**src/rtl/disp_mode_ctrl.sv**
```systemverilog
// Frame-aligned VGA/XGA mode switch sequencer for the pattern-generator path.
// Optional lock-timeout revert is enabled by defining LOCK_TIMEOUT_EN.
module disp_mode_ctrl #(
    parameter int RST_HOLD     = 16,
    parameter int LOCK_SETTLE  = 64,
    parameter int LOCK_TIMEOUT = 65535
) (
    input  logic DCLK,
    input  logic RST_X,
    input  logic BTNR_TGL,
    input  logic DSP_VSYNC_X,
    input  logic CLK_LOCKED,
    output logic XGA,
    output logic CLK_SEL,
    output logic TG_RST,
    output logic BLANK,
    output logic BUSY,
    output logic MODE_ERR
);

    localparam int HW = (RST_HOLD > 1) ? $clog2(RST_HOLD) : 1;
    localparam int SW = (LOCK_SETTLE > 1) ? $clog2(LOCK_SETTLE) : 1;
    localparam int CW = (HW > SW) ? HW : SW;
    localparam logic [CW-1:0] HOLD_END   = CW'(RST_HOLD - 1);
    localparam logic [CW-1:0] SETTLE_END = CW'(LOCK_SETTLE - 1);

    if (RST_HOLD < 1 || LOCK_SETTLE < 1 || LOCK_TIMEOUT < 1) begin : g_param_chk
        $error("disp_mode_ctrl: parameters must be at least 1");
    end

    typedef enum logic [2:0] {
        IDLE,
        WAIT_VS,
        HOLD,
        WAIT_LOCK,
        RELEASE,
        WAIT_FRAME
    } state_t;

    state_t state, state_nxt;

    logic          btn_s1, btn_s2;
    logic          lock_s1, lock_s2;
    logic          vs_q;
    logic          vs_fall;
    logic          xga_q, xga_nxt;
    logic          clk_sel_q, clk_sel_nxt;
    logic          tg_rst_q, tg_rst_nxt;
    logic          blank_q, blank_nxt;
    logic          tgt, tgt_nxt;
    logic [CW-1:0] cnt, cnt_nxt;
    logic          settle_done;

    always_ff @(posedge DCLK) begin
        if (!RST_X) begin
            btn_s1  <= 1'b0;
            btn_s2  <= 1'b0;
            lock_s1 <= 1'b0;
            lock_s2 <= 1'b0;
            vs_q    <= 1'b0;
        end else begin
            btn_s1  <= BTNR_TGL;
            btn_s2  <= btn_s1;
            lock_s1 <= CLK_LOCKED;
            lock_s2 <= lock_s1;
            vs_q    <= DSP_VSYNC_X;
        end
    end

    assign vs_fall     = vs_q & ~DSP_VSYNC_X;
    assign settle_done = lock_s2 && (cnt == SETTLE_END);

`ifdef LOCK_TIMEOUT_EN
    localparam int TW = (LOCK_TIMEOUT > 1) ? $clog2(LOCK_TIMEOUT) : 1;
    localparam logic [TW-1:0] TO_END = TW'(LOCK_TIMEOUT - 1);

    logic [TW-1:0] tcnt, tcnt_nxt;
    logic          rev, rev_nxt;
    logic          mode_err_q, mode_err_nxt;

    // rev resets high so the post-reset lock wait never times out
    always_ff @(posedge DCLK) begin
        if (!RST_X) begin
            tcnt       <= '0;
            rev        <= 1'b1;
            mode_err_q <= 1'b0;
        end else begin
            tcnt       <= tcnt_nxt;
            rev        <= rev_nxt;
            mode_err_q <= mode_err_nxt;
        end
    end

    assign MODE_ERR = mode_err_q;
`else
    assign MODE_ERR = 1'b0;
`endif

    always_ff @(posedge DCLK) begin
        if (!RST_X) begin
            state     <= WAIT_LOCK;
            xga_q     <= 1'b0;
            clk_sel_q <= 1'b0;
            tg_rst_q  <= 1'b1;
            blank_q   <= 1'b1;
            tgt       <= 1'b0;
            cnt       <= '0;
        end else begin
            state     <= state_nxt;
            xga_q     <= xga_nxt;
            clk_sel_q <= clk_sel_nxt;
            tg_rst_q  <= tg_rst_nxt;
            blank_q   <= blank_nxt;
            tgt       <= tgt_nxt;
            cnt       <= cnt_nxt;
        end
    end

    always_comb begin
        state_nxt = state;
        unique case (state)
            IDLE: begin
                if (btn_s2 != xga_q) state_nxt = WAIT_VS;
            end
            WAIT_VS: begin
                if (btn_s2 == xga_q) state_nxt = IDLE;
                else if (vs_fall)    state_nxt = HOLD;
            end
            HOLD: begin
                if (cnt == HOLD_END) state_nxt = WAIT_LOCK;
            end
            WAIT_LOCK: begin
                if (settle_done) state_nxt = RELEASE;
            end
            RELEASE: begin
                state_nxt = WAIT_FRAME;
            end
            WAIT_FRAME: begin
                if (vs_fall && !tg_rst_q) state_nxt = IDLE;
            end
            default: state_nxt = WAIT_LOCK;
        endcase
    end

    always_comb begin
        xga_nxt     = xga_q;
        clk_sel_nxt = clk_sel_q;
        tg_rst_nxt  = tg_rst_q;
        blank_nxt   = blank_q;
        tgt_nxt     = tgt;
        cnt_nxt     = cnt;
`ifdef LOCK_TIMEOUT_EN
        tcnt_nxt     = tcnt;
        rev_nxt      = rev;
        mode_err_nxt = mode_err_q;
`endif
        unique case (state)
            IDLE: begin
                tg_rst_nxt = 1'b0;
                blank_nxt  = 1'b0;
            end
            WAIT_VS: begin
                if (btn_s2 != xga_q && vs_fall) begin
                    tgt_nxt    = btn_s2;
                    blank_nxt  = 1'b1;
                    tg_rst_nxt = 1'b1;
                    cnt_nxt    = '0;
`ifdef LOCK_TIMEOUT_EN
                    tcnt_nxt   = '0;
                    rev_nxt    = 1'b0;
`endif
                end
            end
            HOLD: begin
                if (cnt == HOLD_END) begin
                    clk_sel_nxt = tgt;
                    cnt_nxt     = '0;
                end else begin
                    cnt_nxt = cnt + CW'(1);
                end
            end
            WAIT_LOCK: begin
                if (!lock_s2 || settle_done) cnt_nxt = '0;
                else                         cnt_nxt = cnt + CW'(1);
`ifdef LOCK_TIMEOUT_EN
                // a completed settle wins over a coincident timeout
                if (!rev && !settle_done) begin
                    if (tcnt == TO_END) begin
                        mode_err_nxt = 1'b1;
                        clk_sel_nxt  = xga_q;
                        rev_nxt      = 1'b1;
                        cnt_nxt      = '0;
                        tcnt_nxt     = '0;
                    end else begin
                        tcnt_nxt = tcnt + TW'(1);
                    end
                end
`endif
            end
            RELEASE: begin
                xga_nxt    = clk_sel_q;
                tg_rst_nxt = 1'b0;
`ifdef LOCK_TIMEOUT_EN
                if (clk_sel_q == tgt) mode_err_nxt = 1'b0;
`endif
            end
            WAIT_FRAME: begin
                if (vs_fall && !tg_rst_q) blank_nxt = 1'b0;
            end
            default: begin
                tg_rst_nxt = 1'b1;
                blank_nxt  = 1'b1;
            end
        endcase
    end

    assign XGA     = xga_q;
    assign CLK_SEL = clk_sel_q;
    assign TG_RST  = tg_rst_q;
    assign BLANK   = blank_q;
    assign BUSY    = (state != IDLE);

endmodule

```
**config.mk**
```make
export PLATFORM = sky130hd
export DESIGN_NAME = disp_mode_ctrl
export DESIGN_NICKNAME = d
export VERILOG_FILES = /design/src/rtl/disp_mode_ctrl.sv
export SDC_FILE = /design/constraint.sdc
export NUM_CORES = 1
export LEC_CHECK = 0
export ABC_AREA = 1
export CAP_MARGIN = 20
export CORE_MARGIN = 2
export CORE_UTILIZATION = 28
export DETAILED_ROUTE_END_ITERATION = 10
export DONT_BUFFER_PORTS = 1
export PLACE_DENSITY = 0.4
export RECOVER_POWER = 25
export SYNTH_ARGS = -nofsm -noshare
export SYNTH_HDL_FRONTEND = slang
export SYNTH_SLANG_ARGS = --single-unit
```
**constraint.sdc**
```tcl
create_clock -name DCLK -period 2.4 [get_ports DCLK]
set_clock_uncertainty 0.15 [all_clocks]
set_input_delay 0.48 -clock DCLK [delete_from_list [all_inputs] [get_ports DCLK]]
set_output_delay 0.48 -clock DCLK [all_outputs]
set_load 0.01 [all_outputs]
```
Word level (Yosys, flattened, before mapping)
Cells that the tools add are included.
{"block": "totals", "reg_bits": 19, "in_bits": 5, "word_cells": 65}
{"block": "op_classes", "bitwise_logic": 4, "eq_ne": 15, "muxes": 15, "n_addsub": 1, "n_reduce_logical": 18}
{"op": "2-to-1 mux 3 bit", "count": 6}
{"op": "2-to-1 mux 6 bit", "count": 3}
{"op": "case mux 3 bit (6 select lines)", "count": 1}
{"op": "case mux 6 bit (3 select lines)", "count": 1}
{"op": "!= test 2 bit (second input constant)", "count": 5}
{"op": "AND reduction 2 bit", "count": 4}
{"op": "adder 6 x 1 -> 6 bit (second input constant)", "count": 1}
{"op": "equality test 3 x 2 -> 1 bit (second input constant)", "count": 2}
{"op": "equality test 3 bit (second input constant)", "count": 2}
{"op": "equality test 6 x 4 -> 1 bit (second input constant)", "count": 1}
{"op": "equality test 6 bit (second input constant)", "count": 1}
{"op": "nonzero test 3 bit", "count": 2}
{"op": "OR reduction 3 bit", "count": 2}
{"op": "AND reduction 5 bit", "count": 1}
{"op": "case mux 1 bit (4 select lines)", "count": 1}
{"op": "equality test 3 x 1 -> 1 bit (second input constant)", "count": 1}
{"op": "logical AND 1 bit", "count": 3}
{"op": "zero test 3 bit", "count": 1}
{"op": "!= test 3 bit (second input constant)", "count": 1}
{"op": "NOT 1 bit", "count": 3}
{"op": "case mux 1 bit (3 select lines)", "count": 1}
{"op": "AND reduction 3 bit", "count": 1}
{"op": "zero test 1 bit", "count": 2}
{"op": "2-to-1 mux 1 bit", "count": 2}
{"op": "5 further kinds", "count": 5}

Logic depth before layout (Yosys ltp)
{"block": "logic_depth", "ltp_word": 5, "mapped_depth": 10, "mapped_depth_nobuf": 10}

Worst setup path after synthesis
No wires, ideal clock.
{"block": "synth_path", "path_kind": "reg-to-reg", "startpoint": "reg cnt[0]", "endpoint": "reg state[0]", "t_arrival_ns": 1.203, "setup_time_ns": 0.133, "setup_slack_ns": 0.914, "n_path_buf": 0, "stages_incl_launch_ff": 11, "path_cell_list": "dfxtp_1 > ha_1 > nand2_2 > nor2_4 > nand2_2 > nand2_2 > nand2_2 > nor2_4 > nand2_2 > nand2_1 > nand3_1"}
{"block": "synth_between", "elab_chain_cells": 4, "word_cells_on_any_way": 6, "cone_classes": "eq/ne: 4; reduce/logical: 2"}
{"element": "start: declaration", "line_no": "51", "text": "logic [CW-1:0] cnt, cnt_nxt;"}
{"element": "start signal: assignment", "line_no": "115", "text": "cnt <= cnt_nxt;"}
{"element": "equality test 6 bit", "line_no": "71", "text": "assign settle_done = lock_s2 && (cnt == SETTLE_END);"}
{"element": "logical AND 1 bit", "line_no": "71"}
{"element": "!= test 2 bit (no line)"}
{"element": "AND reduction 5 bit (no line) (*)"}
{"element": "end signal: assignment", "line_no": "109", "text": "state <= state_nxt;"}
{"element": "end: declaration", "line_no": "40", "text": "state_t state, state_nxt;"}
Mark *: on every way between the ends. The rest lies on a longest branch, timed or not.
A chain may end at the register's enable or synchronous reset.

Final worst setup path
{"block": "layout_path", "startpoint": "reg state[1]", "endpoint": "out BUSY"}
{"block": "layout_between", "elab_chain_cells": 1}
{"element": "nonzero test 3 bit", "line_no": "221", "text": "assign BUSY = (state != IDLE);"}
{"element": "end: declaration", "line_no": "17", "text": "output logic BUSY,"}
Every way passes these cells.

==> impl_metrics.py <==
metrics = {
    "place": {
        "hpwlAfterDp_mm": 1.522,
        "portBuffers": 0,
        "gp_congestion": 0.8226,
        "place_inst": 192,
    },
    "worst_hold_path": {
        "min-delay-start": "RST_X",
        "worstHoldPathType": "in2reg",
        "min_path_cells": 1,
        "whs_endpoint": "state[0]$_SDFFE_PN1P_",
    },
    "pwr": {
        "switching_power_uw": 451.6,
        "p_leak_uw": 0.0004905,
        "power.internal_uw": 586.4,
        "p_seq_share_pct": 41.1,
        "clkPwrFrac_pct": 15.6,
        "ir_drop_mv": 0.2045,
        "p_comb_share_pct": 43.3,
        "swShare_pct": 43.51,
        "power_density_nw_per_um2": 992.4,
    },
    "timing": {
        "hold_violations": 0,
        "clock.fmax_mhz": 564.5,
        "finalCritPeriodShare_pct": 73.82,
        "min_period_ps": 1772,
        "setup_viol": 0,
        "slew_violations": 0,
        "rsz0062_at_grt": "false",
        "final.setup.tns_ps": 0,
    },
    "floorplanning": {
        "pin_count": 11,
        "coreArea_um2": 3337,
        "rows": 21,
        "dieHeight_um": 62.96,
        "die_area_um2": 3964,
        "die_x_um": 62.96,
        "initial_core_util_pct": 29.17,
    },
    "job": {
        "maxCapViolations": 0,
    },
    "clock_tree": {
        "cts_hold_buf": 0,
        "numCtsBuffers": 3,
        "htree_levels": 1,
        "clk_pin_slew_worst_paths_ps": 110,
        "cts_repair_resize_count": 0,
        "clock_sink_count": 19,
        "clockBufferDepth": 2,
        "clk_latency_ps": 290,
        "cts_root_buf": "clkbuf_4",
        "cts_tree": "yes",
        "postCtsSetupBuffers": 0,
    },
    "grt": {
        "grt_max_degree": 16,
        "grt_overflow": 0,
        "antenna_found_initial": 0,
        "grt_pass1_vias": 786,
        "grt.total_usage_pct": 10.89,
        "grt_pass1_wl_mm": 3.408,
    },
    "route": {
        "wire_per_inst_um": 10.12,
        "ant_nets": 0,
        "vias_per_cell": 4.337,
        "drt_wl_total_mm": 1.983,
        "drc_errors": 0,
        "drt_iter0_drc": 28,
        "vias": 850,
        "firstDrtPassIters": 4,
    },
    "synth": {
        "synthesis.nets": 154,
        "syn_inst": 148,
        "seq_area_frac_synth_pct": 39.07,
        "yosysWarningCount": 0,
        "synthDistinctLibCells": 16,
        "synth_area_um2": 973.4,
        "avgSynthCellArea_um2": 6.577,
        "synth_seq_cells": 19,
    },
    "critical_path": {
        "worst_setup_path_start_kind": "flop",
        "path_max_fanout": 6,
        "critPathKind": "reg2out",
        "crit_path_end_kind": "output port",
        "arrival_ps": 1140,
        "ff2ff_path_depth": 8,
        "required_ps": 1770,
        "r2r_end": "state[1]$_SDFFE_PN1P_",
        "rrSetupSlack_ps": 750,
        "regToRegStartpoint": "cnt[0]$_SDFFE_PN0P_",
    },
    "finish": {
        "drive_above_1_share_pct": 9.333,
        "final-instance-count-excl-fill": 196,
        "fill_cells": 394,
        "syn_to_final_growth_pct": 7.455,
        "antenna_cells": 0,
        "layout.nets": 157,
    },
    "run_status": {
        "status": "finished clean",
    },
}
## cells in the mapped netlist
library cell / number / area share [%]
a21oi_1: 10 / 5.1
buf_4: 1 / 0.77
clkbuf_1: 1 / 0.39
conb_1: 1 / 0.39
dfxtp_1: 19 / 39
ha_1: 1 / 1.3
inv_1: 25 / 9.6
nand2_1: 46 / 18
nand2_2: 6 / 3.9
nand3_1: 10 / 5.1
nand4_1: 2 / 1.3
nor2_1: 11 / 4.2
nor2_4: 4 / 4.6
o21ai_0: 9 / 4.6
o21ai_2: 1 / 0.90
xor2_1: 1 / 0.90
## worst max-delay path by stage
| stage | end | from | cells after the start |
|---|---|---|---|
| after floorplan | state[0]$_SDFFE_PN1P_ | cnt[0]$_SDFFE_PN0P_ | 10 |
| after global placement | state[1]$_SDFFE_PN1P_ | DSP_VSYNC_X | 8 |
| after detailed placement | state[1]$_SDFFE_PN1P_ | cnt[0]$_SDFFE_PN0P_ | 8 |
| after CTS | BUSY | state[1]$_SDFFE_PN1P_ | 4 |
| after global routing | BUSY | state[1]$_SDFFE_PN1P_ | 4 |
| final | BUSY | state[1]$_SDFFE_PN1P_ | 4 |
## placed cells by master, fill, tap and decap left out, drive strengths merged
cell type	instances
nand2	52
nand4	2
conb	1
ha	1
clkbuf	4
nand3	10
xor2	1
dfxtp	19
nor2	15
a21oi	10
inv	25
o21ai	10
## critical path, cell delays in order, from the launching register on
cell	delay, ps
dfxtp_1	380
inv_1	150
nand2_1	90
nor2_1	130
inv_1	100
## cell families after synthesis
group                    synth area share, %
adder cells (fa/ha/maj)                1.285
XOR/XNOR                              0.8999
AND/OR/NAND/NOR                        36.89
flip-flops                             39.07
other                                 0.3852
buffers and inverters                  10.80
AO/OA/AOI/OAI                          10.67
## cell type report
class                      instances  area (µm²)  share of cell area, %
multi-input combinational        102       488.0                  46.65
inverter                          25       93.84                  8.971
clock buffer                       4       26.28                  2.512
tap                               46       57.56                  5.502
sequential                        19       380.4                  36.36
## power groups by stage
stage	logic (µW)	clock network, µW	registers [µW]
after floorplan	381	0	419
after global placement	462	0	433
after detailed placement	452	0	434
after CTS	455	172	427
after global routing	519	188	435
final	450	162	426
## per-stage QoR
| step | area, µm² | total power, µW | util [%] | worst slack [ps] | hold WS, ps |
|---|---|---|---|---|---|
| floorplan | 973.4 | 800.1 | - | 913.5 | 240.5 |
| global placement | 1020 | 895.6 | 30.56 | 793.2 | 244.0 |
| detailed placement | 1020 | 886.4 | 30.56 | 763.5 | 245.0 |
| CTS | 1046 | 1054 | 31.35 | 612.6 | 103.6 |
| global route | 1046 | 1142 | 31.35 | 501.9 | 100.8 |
| finish | 1046 | 1038 | 31.35 | 628.4 | 109.9 |
## layer usage
layer,global-route usage [%],vias up,routed length [µm]
met5,0,-,0
met4,4.167,0,20
met3,3.423,2,71
met2,17.15,8,890
met1,13.81,383,1001
li1,-,457,-
## flip-flops by register name, indices dropped and copies added, names as in the netlist
signal	flops
btn_s1	1
tgt	1
btn_s2	1
BLANK	1
TG_RST	1
CLK_SEL	1
cnt	6
lock_s2	1
state	3
vs_q	1
XGA	1
lock_s1	1
No activity file was read; power rests on OpenSTA's default activity.
